## config.mk

```make
export PLATFORM = sky130hd
export DESIGN_NAME = tsensor_array_ctrl
export DESIGN_NICKNAME = d
export VERILOG_FILES = /design/src/rtl/tsensor_pkg.sv /design/src/rtl/tsensor_win_ctr.sv /design/src/rtl/tsensor_array_ctrl.sv
export SDC_FILE = /design/constraint.sdc
export NUM_CORES = 1
export LEC_CHECK = 0
export BUFFER_PORTS_ARGS = -buffer_cell sky130_fd_sc_hd__buf_2
export CAP_MARGIN = 20
export CORE_MARGIN = 4
export CORE_UTILIZATION = 45
export CTS_CLUSTER_SIZE = 14
export DETAILED_ROUTE_END_ITERATION = 8
export PLACE_DENSITY = 0.69
export RECOVER_POWER = 50
export SLEW_MARGIN = 5
export SYNTH_ARGS = -nofsm -noshare
export SYNTH_HDL_FRONTEND = slang
export SYNTH_SLANG_ARGS = --single-unit
```

## constraint.sdc

```tcl
create_clock -name clk -period 4.54 [get_ports clk]
set_clock_uncertainty 0.15 [all_clocks]
set_input_delay 0.454 -clock clk [delete_from_list [all_inputs] [get_ports clk]]
set_output_delay 0.454 -clock clk [all_outputs]
set_load 0.02 [all_outputs]
```

## src/rtl/tsensor_pkg.sv

```systemverilog
// Shared sizing and FSM encoding for the timing-sensor array controller.
package tsensor_pkg;

  localparam int N       = 32;
  localparam int CNT_W   = 16;
  localparam int WIN_W   = 16;
  localparam int CLR_CYC = 4;
  localparam int ARM_CYC = 8;

  typedef enum logic [1:0] {
    ST_IDLE = 2'd0,
    ST_CLR  = 2'd1,
    ST_ARM  = 2'd2,
    ST_MON  = 2'd3
  } fsm_t;

endpackage

```

## src/rtl/tsensor_win_ctr.sv

```systemverilog
// Observation-window cycle counter and window event counter; flags irq_set
// when a window closes with at least thresh events.
module tsensor_win_ctr #(
  parameter int CNT_W = tsensor_pkg::CNT_W,
  parameter int WIN_W = tsensor_pkg::WIN_W
) (
  input  logic             clk,
  input  logic             rst,
  input  logic             run,
  input  logic             evt,
  input  logic [WIN_W-1:0] win_len,
  input  logic [CNT_W-1:0] thresh,
  output logic             irq_set
);

  logic [WIN_W-1:0] win_ctr;
  logic [WIN_W-1:0] win_lim;
  logic [CNT_W-1:0] win_evt;
  logic [CNT_W-1:0] evt_now;
  logic [CNT_W-1:0] thr;
  logic             wrap;

  function automatic logic [CNT_W-1:0] sat_inc(input logic [CNT_W-1:0] v);
    return (&v) ? v : v + 1'b1;
  endfunction

  // >= rather than == so a window shortened on the fly closes at once
  always_comb begin
    win_lim = (win_len == '0) ? WIN_W'(1) : win_len;
    thr     = (thresh == '0) ? CNT_W'(1) : thresh;
    evt_now = evt ? sat_inc(win_evt) : win_evt;
    wrap    = run && (win_ctr >= win_lim - 1'b1);
    irq_set = wrap && (evt_now >= thr);
  end

  always_ff @(posedge clk) begin
    if (rst || !run || wrap) begin
      win_ctr <= '0;
      win_evt <= '0;
    end else begin
      win_ctr <= win_ctr + 1'b1;
      win_evt <= evt_now;
    end
  end

endmodule

```

## src/rtl/tsensor_array_ctrl.sv

```systemverilog
// Sequencer/monitor for the 32-channel timing-sensor array: arms the array,
// drives the toggling stimulus, collects masked alarms and raises irq.
module tsensor_array_ctrl #(
  parameter int N       = tsensor_pkg::N,
  parameter int CLR_CYC = tsensor_pkg::CLR_CYC,
  parameter int ARM_CYC = tsensor_pkg::ARM_CYC,
  parameter int CNT_W   = tsensor_pkg::CNT_W,
  parameter int WIN_W   = tsensor_pkg::WIN_W
) (
  input  logic             clk,
  input  logic             rst,
  input  logic             en,
  input  logic [N-1:0]     mask,
  input  logic [WIN_W-1:0] win_len,
  input  logic [CNT_W-1:0] thresh,
  input  logic             irq_clr,
  input  logic [N-1:0]     sens_alarm,
  output logic             sens_rst,
  output logic [N-1:0]     sens_s,
  output logic [N-1:0]     status,
  output logic [CNT_W-1:0] evt_cnt,
  output logic             busy,
  output logic             irq
);
  import tsensor_pkg::*;

  localparam int PH_MAX = (CLR_CYC > ARM_CYC) ? CLR_CYC : ARM_CYC;
  localparam int PH_W   = $clog2(PH_MAX) + 1;
  localparam logic [PH_W-1:0] CLR_LAST = PH_W'(CLR_CYC - 1);
  localparam logic [PH_W-1:0] ARM_LAST = PH_W'(ARM_CYC - 1);

  fsm_t            state;
  logic [PH_W-1:0] ph_cnt;
  logic [N-1:0]    alarm_p1;
  logic            vld_p1;
  logic [N-1:0]    hit_p1;
  logic            evt_p1;
  logic            win_run;
  logic            irq_set;

  function automatic logic [CNT_W-1:0] sat_inc(input logic [CNT_W-1:0] v);
    return (&v) ? v : v + 1'b1;
  endfunction

  // Stage p1: raw alarm capture; vld_p1 remembers the FSM was already monitoring
  always_ff @(posedge clk) begin
    alarm_p1 <= sens_alarm;
  end

  always_ff @(posedge clk) begin
    if (rst) vld_p1 <= 1'b0;
    else     vld_p1 <= (state == ST_MON);
  end

  assign hit_p1  = (vld_p1 && state == ST_MON) ? (alarm_p1 & ~mask) : '0;
  assign evt_p1  = |hit_p1;
  assign win_run = en && (state != ST_IDLE);

  always_ff @(posedge clk) begin
    if (rst || !en) begin
      state    <= ST_IDLE;
      ph_cnt   <= '0;
      sens_rst <= 1'b1;
      sens_s   <= '0;
      busy     <= 1'b0;
    end else begin
      case (state)
        ST_IDLE: begin
          state    <= ST_CLR;
          ph_cnt   <= '0;
          sens_rst <= 1'b1;
          sens_s   <= '0;
          busy     <= 1'b1;
        end
        ST_CLR: begin
          if (ph_cnt == CLR_LAST) begin
            state    <= ST_ARM;
            ph_cnt   <= '0;
            sens_rst <= 1'b0;
          end else begin
            ph_cnt <= ph_cnt + 1'b1;
          end
        end
        ST_ARM: begin
          if (ph_cnt == ARM_LAST) begin
            state  <= ST_MON;
            ph_cnt <= '0;
            sens_s <= '1;
            busy   <= 1'b0;
          end else begin
            ph_cnt <= ph_cnt + 1'b1;
          end
        end
        ST_MON: begin
          if (evt_p1) begin
            state    <= ST_CLR;
            ph_cnt   <= '0;
            sens_rst <= 1'b1;
            sens_s   <= '0;
            busy     <= 1'b1;
          end else begin
            sens_s <= ~sens_s;
          end
        end
        default: state <= ST_IDLE;
      endcase
    end
  end

  tsensor_win_ctr #(
    .CNT_W (CNT_W),
    .WIN_W (WIN_W)
  ) u_win (
    .clk     (clk),
    .rst     (rst),
    .run     (win_run),
    .evt     (evt_p1),
    .win_len (win_len),
    .thresh  (thresh),
    .irq_set (irq_set)
  );

  // Stage p2: sticky state; a same-cycle set or new hit beats irq_clr
  always_ff @(posedge clk) begin
    if (rst) begin
      status  <= '0;
      evt_cnt <= '0;
      irq     <= 1'b0;
    end else begin
      status <= (irq_clr ? '0 : status) | hit_p1;
      if (evt_p1) evt_cnt <= sat_inc(evt_cnt);
      irq <= irq_set | (irq & ~irq_clr);
    end
  end

endmodule

```

[Word level (Yosys, flattened, before mapping)]
Index checks and enable logic that the tools add are counted.
Operators by class
  mux-type cells: 22
  bitwise logic cells: 8
  reductions and logical operators: 23
  $lt $le $gt $ge: 2
  add/sub/neg operators: 5
  equality and inequality tests: 8
Operators by type and width (number)
  32-bit two-way mux: 4
  32-bit case mux with 3 select lines: 1
  16-bit two-way mux: 4
  32-bit inverter: 2
  16-bit by 1-bit adder with 16-bit output, second input constant: 3
  32-bit AND: 1
  16-bit >= comparator: 2
  16-bit zero test: 2
  32-bit OR: 1
  16-bit AND reduction: 2
  32-bit OR reduction: 1
  4-bit case mux with 4 select lines: 1
  16-bit by 1-bit subtractor with 16-bit output, second input constant: 1
  4-bit two-way mux: 3
  3-bit AND reduction: 3
  2-bit case mux with 4 select lines: 1
  2-bit two-way mux: 3
  1-bit case mux with 3 select lines: 2
  3-bit nonzero test: 2
  4-bit by 1-bit adder with 4-bit output, second input constant: 1
  2-bit equality test, second input constant: 2
  4-bit by 2-bit equality test with 1-bit output, second input constant: 1
  4-bit by 3-bit equality test with 1-bit output, second input constant: 1
  1-bit logical AND: 4
  other kinds (12): 20
Word-level totals
  bits of input ports: 100
  word-level logic and storage cells: 80
  output and inout port bits: 83
  flip-flop bits (word level): 154

[Depth between registers and ports, before layout]
Gate-level depths: netlist of run 1.
  depth in word-level cells: 8
  mapped depth: 18
  depth with buffers taken out: 16

[Cells and area by module]
Synthesis of run 1 repeated with hierarchy kept, for this count alone.
Second synthesis, totals
  cell total of the unflattened synthesis: 813
  area, all modules: 7302.0 um^2
By module, submodules not included
  tsensor_array_ctrl: cells each 500, sequential area each 2442.3 um^2, area each 4659.5 um^2, instances 1
  tsensor_win_ctr: cells each 313, sequential area each 640.6 um^2, area each 2642.5 um^2, instances 1

[Worst setup path before layout of run 1]
OpenSTA, ideal clock, no wires.
  path kind: input to register
  from: input port win_len[11]
  to: register u_win.win_evt[13]
  stages on the path: 17
  setup time: 0.073 ns
  setup slack: 0.765 ns
  path buffers: 2
  data arrival time: 3.552 ns
  required time: 4.317 ns
  cells stage by stage: or4_1 > nor3_1 > a31oi_1 > ha_1 > nand2_1 > or2_2 > nor2_1 > xnor2_1 > ha_1 > a21o_1 > a21oi_1 > o211a_1 > a211oi_1 > or4_1 > buf_2 > buf_6 > nor3_2
On the way
  longest elaborated chain between the ends: 6
Ends and longest elaborated chain
  start: declaration: line tsensor_array_ctrl.sv:14  | input logic [WIN_W-1:0] win_len,
  16-bit zero test: line tsensor_win_ctr.sv:29  | win_lim = (win_len == '0) ? WIN_W'(1) : win_len;
  16-bit two-way mux (*): line tsensor_win_ctr.sv:29
  16-bit by 1-bit subtractor with 16-bit output (*): line tsensor_win_ctr.sv:32  | wrap = run && (win_ctr >= win_lim - 1'b1);
  16-bit >= comparator (*): line tsensor_win_ctr.sv:32
  1-bit logical AND (*): line tsensor_win_ctr.sv:32
  1-bit logical OR (*): line tsensor_win_ctr.sv:37  | if (rst || !run || wrap) begin
  end signal: assignment: line tsensor_win_ctr.sv:42  | win_evt <= evt_now;
  end: declaration: line tsensor_win_ctr.sv:18  | logic [CNT_W-1:0] win_evt;
Mark *: on every way between the ends. The rest lies on a longest branch, timed or not.
A chain may end at the register's enable or synchronous reset.

[Worst setup path after layout of run 1]
  from: input port win_len[11]
  to: register u_win.win_evt[1]
The elaborated chain is that of the path after synthesis.

==> impl_metrics.tcl, run 1 <==
set metrics [dict create \
    wire_per_inst_um 14.9 \
    yosysUniqueCellTypes 69 \
    ioPinCount 183 \
    clk_latency_ns 0.43 \
    clock-sinks 154 \
    clkPwrFrac_pct 44.3 \
    timing.final.ws_setup_ns 0.677 \
    ir_drop_mv 0.246 \
    synthCells 866 \
    cts_buffers 17 \
    syn-num-nets 1008 \
    switchingPower_w 0.000811 \
    nets 1207 \
    synth-seq-area-share_pct 40.0 \
    grt_usage_pct 19.7 \
    grt.overflow.total 0 \
    globalplace.congestion 0.833 \
    nFillCells 1533 \
    worstMarginPinSlew_ns 0.684 \
    hold_path_class "input port to flop" \
    fmax_mhz 259 \
    async_flop_share_pct 0 \
    die_w_um 139 \
    cts_max_path_buffers 2 \
    rsz0062_at_grt "false" \
    ys_warn_count 0 \
    post_dp_cell_area_sq_um 8790 \
    htreeDepth 4 \
    die_y_um 139 \
    clkTransAtPathRegs_ns 0.07 \
    tns_ns 0 \
    crit_arrival_ns 4.07 \
    p_seq_share_pct 45.9 \
    cap_violations 0 \
    status "completed" \
    route.detailed.drc 0 \
    crit_chain "buf_2, or4_1, nor3_1, a31oi_1, ha_1, nand2_1, or2_2, nor2_1, xnor2_1, ha_1, a21o_1, a21oi_1, o211a_1, a211oi_1, or4_1, buf_4, a21oi_2" \
    cpMaxStageDelayCell "or4_1" \
    grt_pass1_vias 6472 \
    wl_mm 19.3 \
    regArea_sq_um 3080 \
    initial_core_util_pct 46.2 \
    place_inst 1234 \
    post-route-period-util_pct 85.1 \
    wl_met1_mm 8.58 \
    n_antenna_cell 0 \
    wl_met2_mm 9.31 \
    antenna_found_initial 0 \
    cts_tree "done" \
    crit_path_end_kind "flop" \
    design_area_sq_um 9570 \
    cts_resized 0 \
    maxSlewHeadroom_pct 54.4 \
    final_cells 1298 \
    p_comb_share_pct 9.9 \
    drtPass1Iterations 5 \
    drive_above_1_share_pct 19.5 \
    drt-initial-drc-count 299 \
    p_int_w 0.00224 \
    dp_worst_setup_slack_ns 0.284 \
    rows 47 \
    leakage_nw 3.55 \
    grt_max_degree 55 \
    vias 6821 \
    cp_max_fo 32 \
    critical-path-max-stage-delay_ns 0.57 \
    p_per_area_nw_per_um2 319 \
    switching_share_pct 26.6 \
    synth_edf_count 0 \
    avgSynthCellArea_sq_um 8.91 \
    synth_flop_cell "dfxtp_1" \
    ant_nets 0 \
    multiInputGateArea_sq_um 4190 \
    synth_seq_cells 154 \
    netlist_area_sq_um 7720 \
    post-dp-hpwl_mm 13.7 \
    vias_per_cell 5.26 \
    highest_layer "met4" \
    finalHoldViolCount 0 \
    period_needed_ns 3.86 \
    finalSetupViolations 0 \
    cp.required_ns 4.74 \
    cp-start-kind "input port" \
    report.final.slew_viol_count 0 \
    met3_length_mm 1.08 \
    cts_root_buf "clkbuf_16" \
    path_class "input port to flop" \
    coreArea_sq_um 16700 \
    grt_pass1_wl_mm 31.9 \
    dieArea_sq_um 19300 \
    final_cell_mix "dfxtp_1, buf_2, clkbuf_1, nor2_1, nor2b_1" \
    area_growth_pct 24.1 \
    io_buffers 182 \
    layout_commonest_cell "dfxtp_1" \
]
[flip-flops by register name, summed over array words and instances (netlist names), 2 cells and up]
| signal | cells |
|---|---|
| evt_cnt | 16 |
| ph_cnt | 4 |
| sens_s | 32 |
| state | 2 |
| u_win.win_evt | 16 |
| u_win.win_ctr | 16 |
| status | 32 |
| alarm_p1 | 32 |
[cells by family (layout without fill, tap and decap cells)]
| group | count (synthesis) | count (layout) | synth area share, % |
|---|---|---|---|
| compound gates | 170 | 170 | 16.7 |
| xor+xnor | 29 | 29 | 3.29 |
| fa+ha+maj | 42 | 42 | 6.81 |
| buf+inv | 108 | 320 | 6.15 |
| flops | 154 | 154 | 40.0 |
| mux | 9 | 9 | 1.22 |
| simple gates | 354 | 354 | 25.8 |
[Yosys cell counts (all sizes together), types with 17 or more instances]
cell type	n	area share [%]
dfxtp	154	40
nor2	83	4.1
nor2b	75	6.1
a21oi	70	5.0
inv	63	3.1
nand3	60	5.1
nand2	43	2.1
ha	42	6.8
a221oi	33	5.3
o21ai	24	1.6
clkbuf	23	1.1
buf	22	2.0
nor4	17	1.5
or4	17	1.7
xnor2	17	1.9
[worst max-delay path: cells and delay by family]
kind	cells	cell delay [ns]
XOR/XNOR	1	0.13
buffers and inverters	2	0.39
AO/OA/AOI/OAI	6	0.94
AND/OR/NAND/NOR	6	1.61
adder cells (fa/ha/maj)	2	0.54
[power groups by stage]
stage	combinational [W]	sequential (W)	clock, W
floorplan	0.000158	0.00145	0
global placement	0.000282	0.00143	0
detailed placement	0.000285	0.00143	0
CTS	0.000308	0.00140	0.00138
global route	0.000336	0.00140	0.00144
finish	0.000301	0.00140	0.00135
[area by class of cell]
type,count,area share (%)
inverters,63,2.47
well taps,220,2.88
clock buffers,18,4.59
flip-flops and latches,154,32.2
repair buffers,225,12.8
multi-input cells,604,43.8
clock inverters,14,1.31
[metal layers]
layer  vias up  GRT usage (%)
met2       162           32.2
met3        24           5.34
met4         0           6.13
li1       3467              -
met1      3168           25.6
met5         -              0
[final timing paths]
kind / from / endpoint / slack, ns / cells after the start
worst max-delay path: win_len[11] / u_win.win_evt[1] / 0.68 / 17
worst min-delay path: mask[4] / status[4] / 0.20 / 4
worst max register to register: state[0] / irq / 0.91 / 13
worst min register to register: u_win.win_ctr[0] / u_win.win_ctr[0] / 0.32 / 1
[per-stage QoR]
stage	total power (W)	hold slack, ns	utilization (%)
3_5_place_dp	0.00171	0.306	52.6
3_3_place_gp	0.00171	0.291	52.6
4_1_cts	0.00309	0.180	57.9
2_1_floorplan	0.00161	0.280	-
6_report	0.00305	0.202	57.3
5_1_grt	0.00318	0.204	57.3
[timing repair]
action | CTS | global route
buffers inserted | 0 | 0
hold endpoints to repair | 32 | 0
hold buffers | 32 | 0
No activity file was read; power rests on OpenSTA's default activity.
==> run 2: changes to the inputs <==
--- a/config.mk
+++ b/config.mk
@@ -7,6 +7,7 @@
 export LEC_CHECK = 0
 export BUFFER_PORTS_ARGS = -buffer_cell sky130_fd_sc_hd__buf_2
 export CAP_MARGIN = 20
+export CORE_ASPECT_RATIO = 1.5
 export CORE_MARGIN = 4
 export CORE_UTILIZATION = 45
 export CTS_CLUSTER_SIZE = 14
==> impl_metrics.tcl, run 2 (same netlist as run 1, synthesis figures left out) <==
set metrics [dict create \
    status "completed" \
    p_seq_share_pct 42.2 \
    worstHoldStart "mask[20]" \
    wire_per_inst_um 15.6 \
    cp_num_cells 17 \
    nets 1210 \
    route.detailed.drc 0 \
    hold_end "status[20]" \
    htreeDepth 4 \
    cts_root_buf "clkbuf_16" \
    grt_pass1_vias 6697 \
    ant_nets 0 \
    hold_path_class "input port to flop" \
    die_w_um 115 \
    crit_path_end_kind "flop" \
    r2r_slack_ns 1.00 \
    grt_max_degree 54 \
    crit_arrival_ns 3.99 \
    met3_usage_pct 4.14 \
    dieArea_sq_um 19300 \
    grt_usage_pct 20.5 \
    grt-busiest-layer "met2" \
    drt-initial-drc-count 534 \
    cp.required_ns 4.73 \
    place_inst 1227 \
    drive_above_1_share_pct 19.7 \
    cp_top_family "simple AND/OR/NAND/NOR gates" \
    globalplace.congestion 0.854 \
    fmax_mhz 263 \
    drtPass1Iterations 4 \
    grt_pass1_wl_mm 32.2 \
    clk_latency_ns 0.42 \
    cts_max_path_buffers 2 \
    path_class "input port to flop" \
    ioPinCount 183 \
    n_antenna_cell 0 \
    switchingPower_w 0.000778 \
    cts_setup_buffers 0 \
    antenna_found_initial 0 \
    switching_share_pct 23.5 \
    report.final.slew_viol_count 0 \
    coreArea_sq_um 16800 \
    wl_mm 20.1 \
    p_int_w 0.00253 \
    cp-start-kind "input port" \
    critical_path_buf_inv_count 2 \
    p_per_area_nw_per_um2 342 \
    nFillCells 1570 \
    final_cells 1291 \
    cts_tree "done" \
    rsz0062_at_grt "false" \
    cpMaxStageDelayCell "or4_1" \
    r2r-end "irq" \
    clkTransAtPathRegs_ns 0.06 \
    grt.overflow.total 0 \
    vias_per_cell 5.35 \
    utilization_pct 57.5 \
    layout_commonest_cell "dfxtp_1" \
    rows 58 \
    r2r_cells 12 \
    cp-startpoint "win_len[11]" \
    hold_buffers 32 \
    area_growth_pct 25.5 \
    clock-sinks 154 \
    leakage_nw 3.61 \
    hold-worst-slack_ns 0.205 \
    p_comb_share_pct 9.1 \
    clkPwrFrac_pct 48.6 \
    cap_violations 0 \
    reg_top3 "alarm_p1: 32 flops, sens_s: 32 flops, status: 32 flops" \
    vias 6904 \
    cts_resized 0 \
    final_cell_mix "dfxtp_1, buf_2, clkbuf_1, nor2_1, nor2b_1" \
    met2_usage_pct 37.8 \
    initial_core_util_pct 45.8 \
    r2r-start "alarm_p1[16]" \
    crit_chain "buf_2, or4_1, nor3_1, a31oi_1, ha_1, nand2_1, or2_2, nor2_1, xnor2_1, ha_1, a21o_1, a21oi_1, o211a_1, a211oi_1, or4_1, buf_4, nor2_1" \
    period_needed_ns 3.80 \
    finalHoldViolCount 0 \
    holdPathStages 4 \
    cts_buffers 17 \
    worstMarginPinSlew_ns 0.813 \
    maxSlewHeadroom_pct 45.8 \
    finalSetupViolations 0 \
    post-dp-hpwl_mm 14.4 \
    io_buffers 182 \
    die_y_um 168 \
    cp_max_fo 32 \
    critical-path-max-stage-delay_ns 0.56 \
    ir_drop_mv 0.239 \
    grt.met1_usage_pct 21.7 \
    tns_ns 0 \
    post-route-period-util_pct 83.6 \
]
-- run 2: cell count changes in the layout (fill, tap and decap cells not counted) --
| cell | previous run | this run |
|---|---|---|
| buf_4 | 10 | 13 |
| inv_8 | 2 | 0 |
| buf_2 | 98 | 99 |
| inv_6 | 7 | 3 |
| nand2_2 | 1 | 2 |
| buf_12 | 1 | 0 |
| clkbuf_1 | 83 | 84 |
| nand2_1 | 42 | 41 |
| bufinv_16 | 0 | 5 |
| clkbuf_8 | 1 | 3 |
| clkinvlp_4 | 2 | 1 |
| clkbuf_2 | 1 | 0 |
-- run 2: cell type report --
type | instances | area (sq um) | share of cell area (%)
timing repair buffer | 228 | 1230 | 12.7
inverter | 63 | 236 | 2.44
sequential | 154 | 3080 | 31.8
multi-input combinational | 604 | 4190 | 43.3
tap | 210 | 263 | 2.71
clock buffer | 20 | 467 | 4.82
clock inverter | 12 | 210 | 2.17
-- run 2: worst max path at each step --
stage / end / slack (ns)
3_3_place_gp: u_win.win_evt[0] / 0.41
5_1_grt: u_win.win_evt[7] / 0.52
6_report: u_win.win_ctr[11] / 0.74
2_1_floorplan: u_win.win_evt[13] / 0.76
4_1_cts: u_win.win_ctr[11] / 0.78
3_5_place_dp: u_win.win_evt[7] / 0.37
-- run 2: metrics by stage --
| stage | cell area [sq um] | setup slack, ns | total power, W |
|---|---|---|---|
| 3_3_place_gp | 8790 | 0.413 | 0.00171 |
| 6_report | 9680 | 0.744 | 0.00331 |
| 3_5_place_dp | 8790 | 0.368 | 0.00171 |
| 5_1_grt | 9680 | 0.521 | 0.00344 |
| 4_1_cts | 9790 | 0.781 | 0.00335 |
| 2_1_floorplan | 7720 | 0.765 | 0.00161 |
-- run 2: power by group through the flow --
stage | registers, W | clock network [W] | logic (W)
finish | 0.00140 | 0.00161 | 0.000303
global route | 0.00140 | 0.00170 | 0.000333
CTS | 0.00140 | 0.00164 | 0.000308
detailed placement | 0.00143 | 0 | 0.000286
global placement | 0.00143 | 0 | 0.000284
floorplan | 0.00145 | 0 | 0.000158
-- run 2: worst min-delay path, stage by stage --
cell,delay [ns]
buf_2,0.07
nor2b_1,0.04
a21oi_1,0.12
nor2_1,0.04
-- run 2: per-layer routing --
layer  vias up  routed length [um]
met4         0                 767
met2       188               10700
met5         -                   0
met3        43                 851
li1       3484                   -
met1      3189                7730
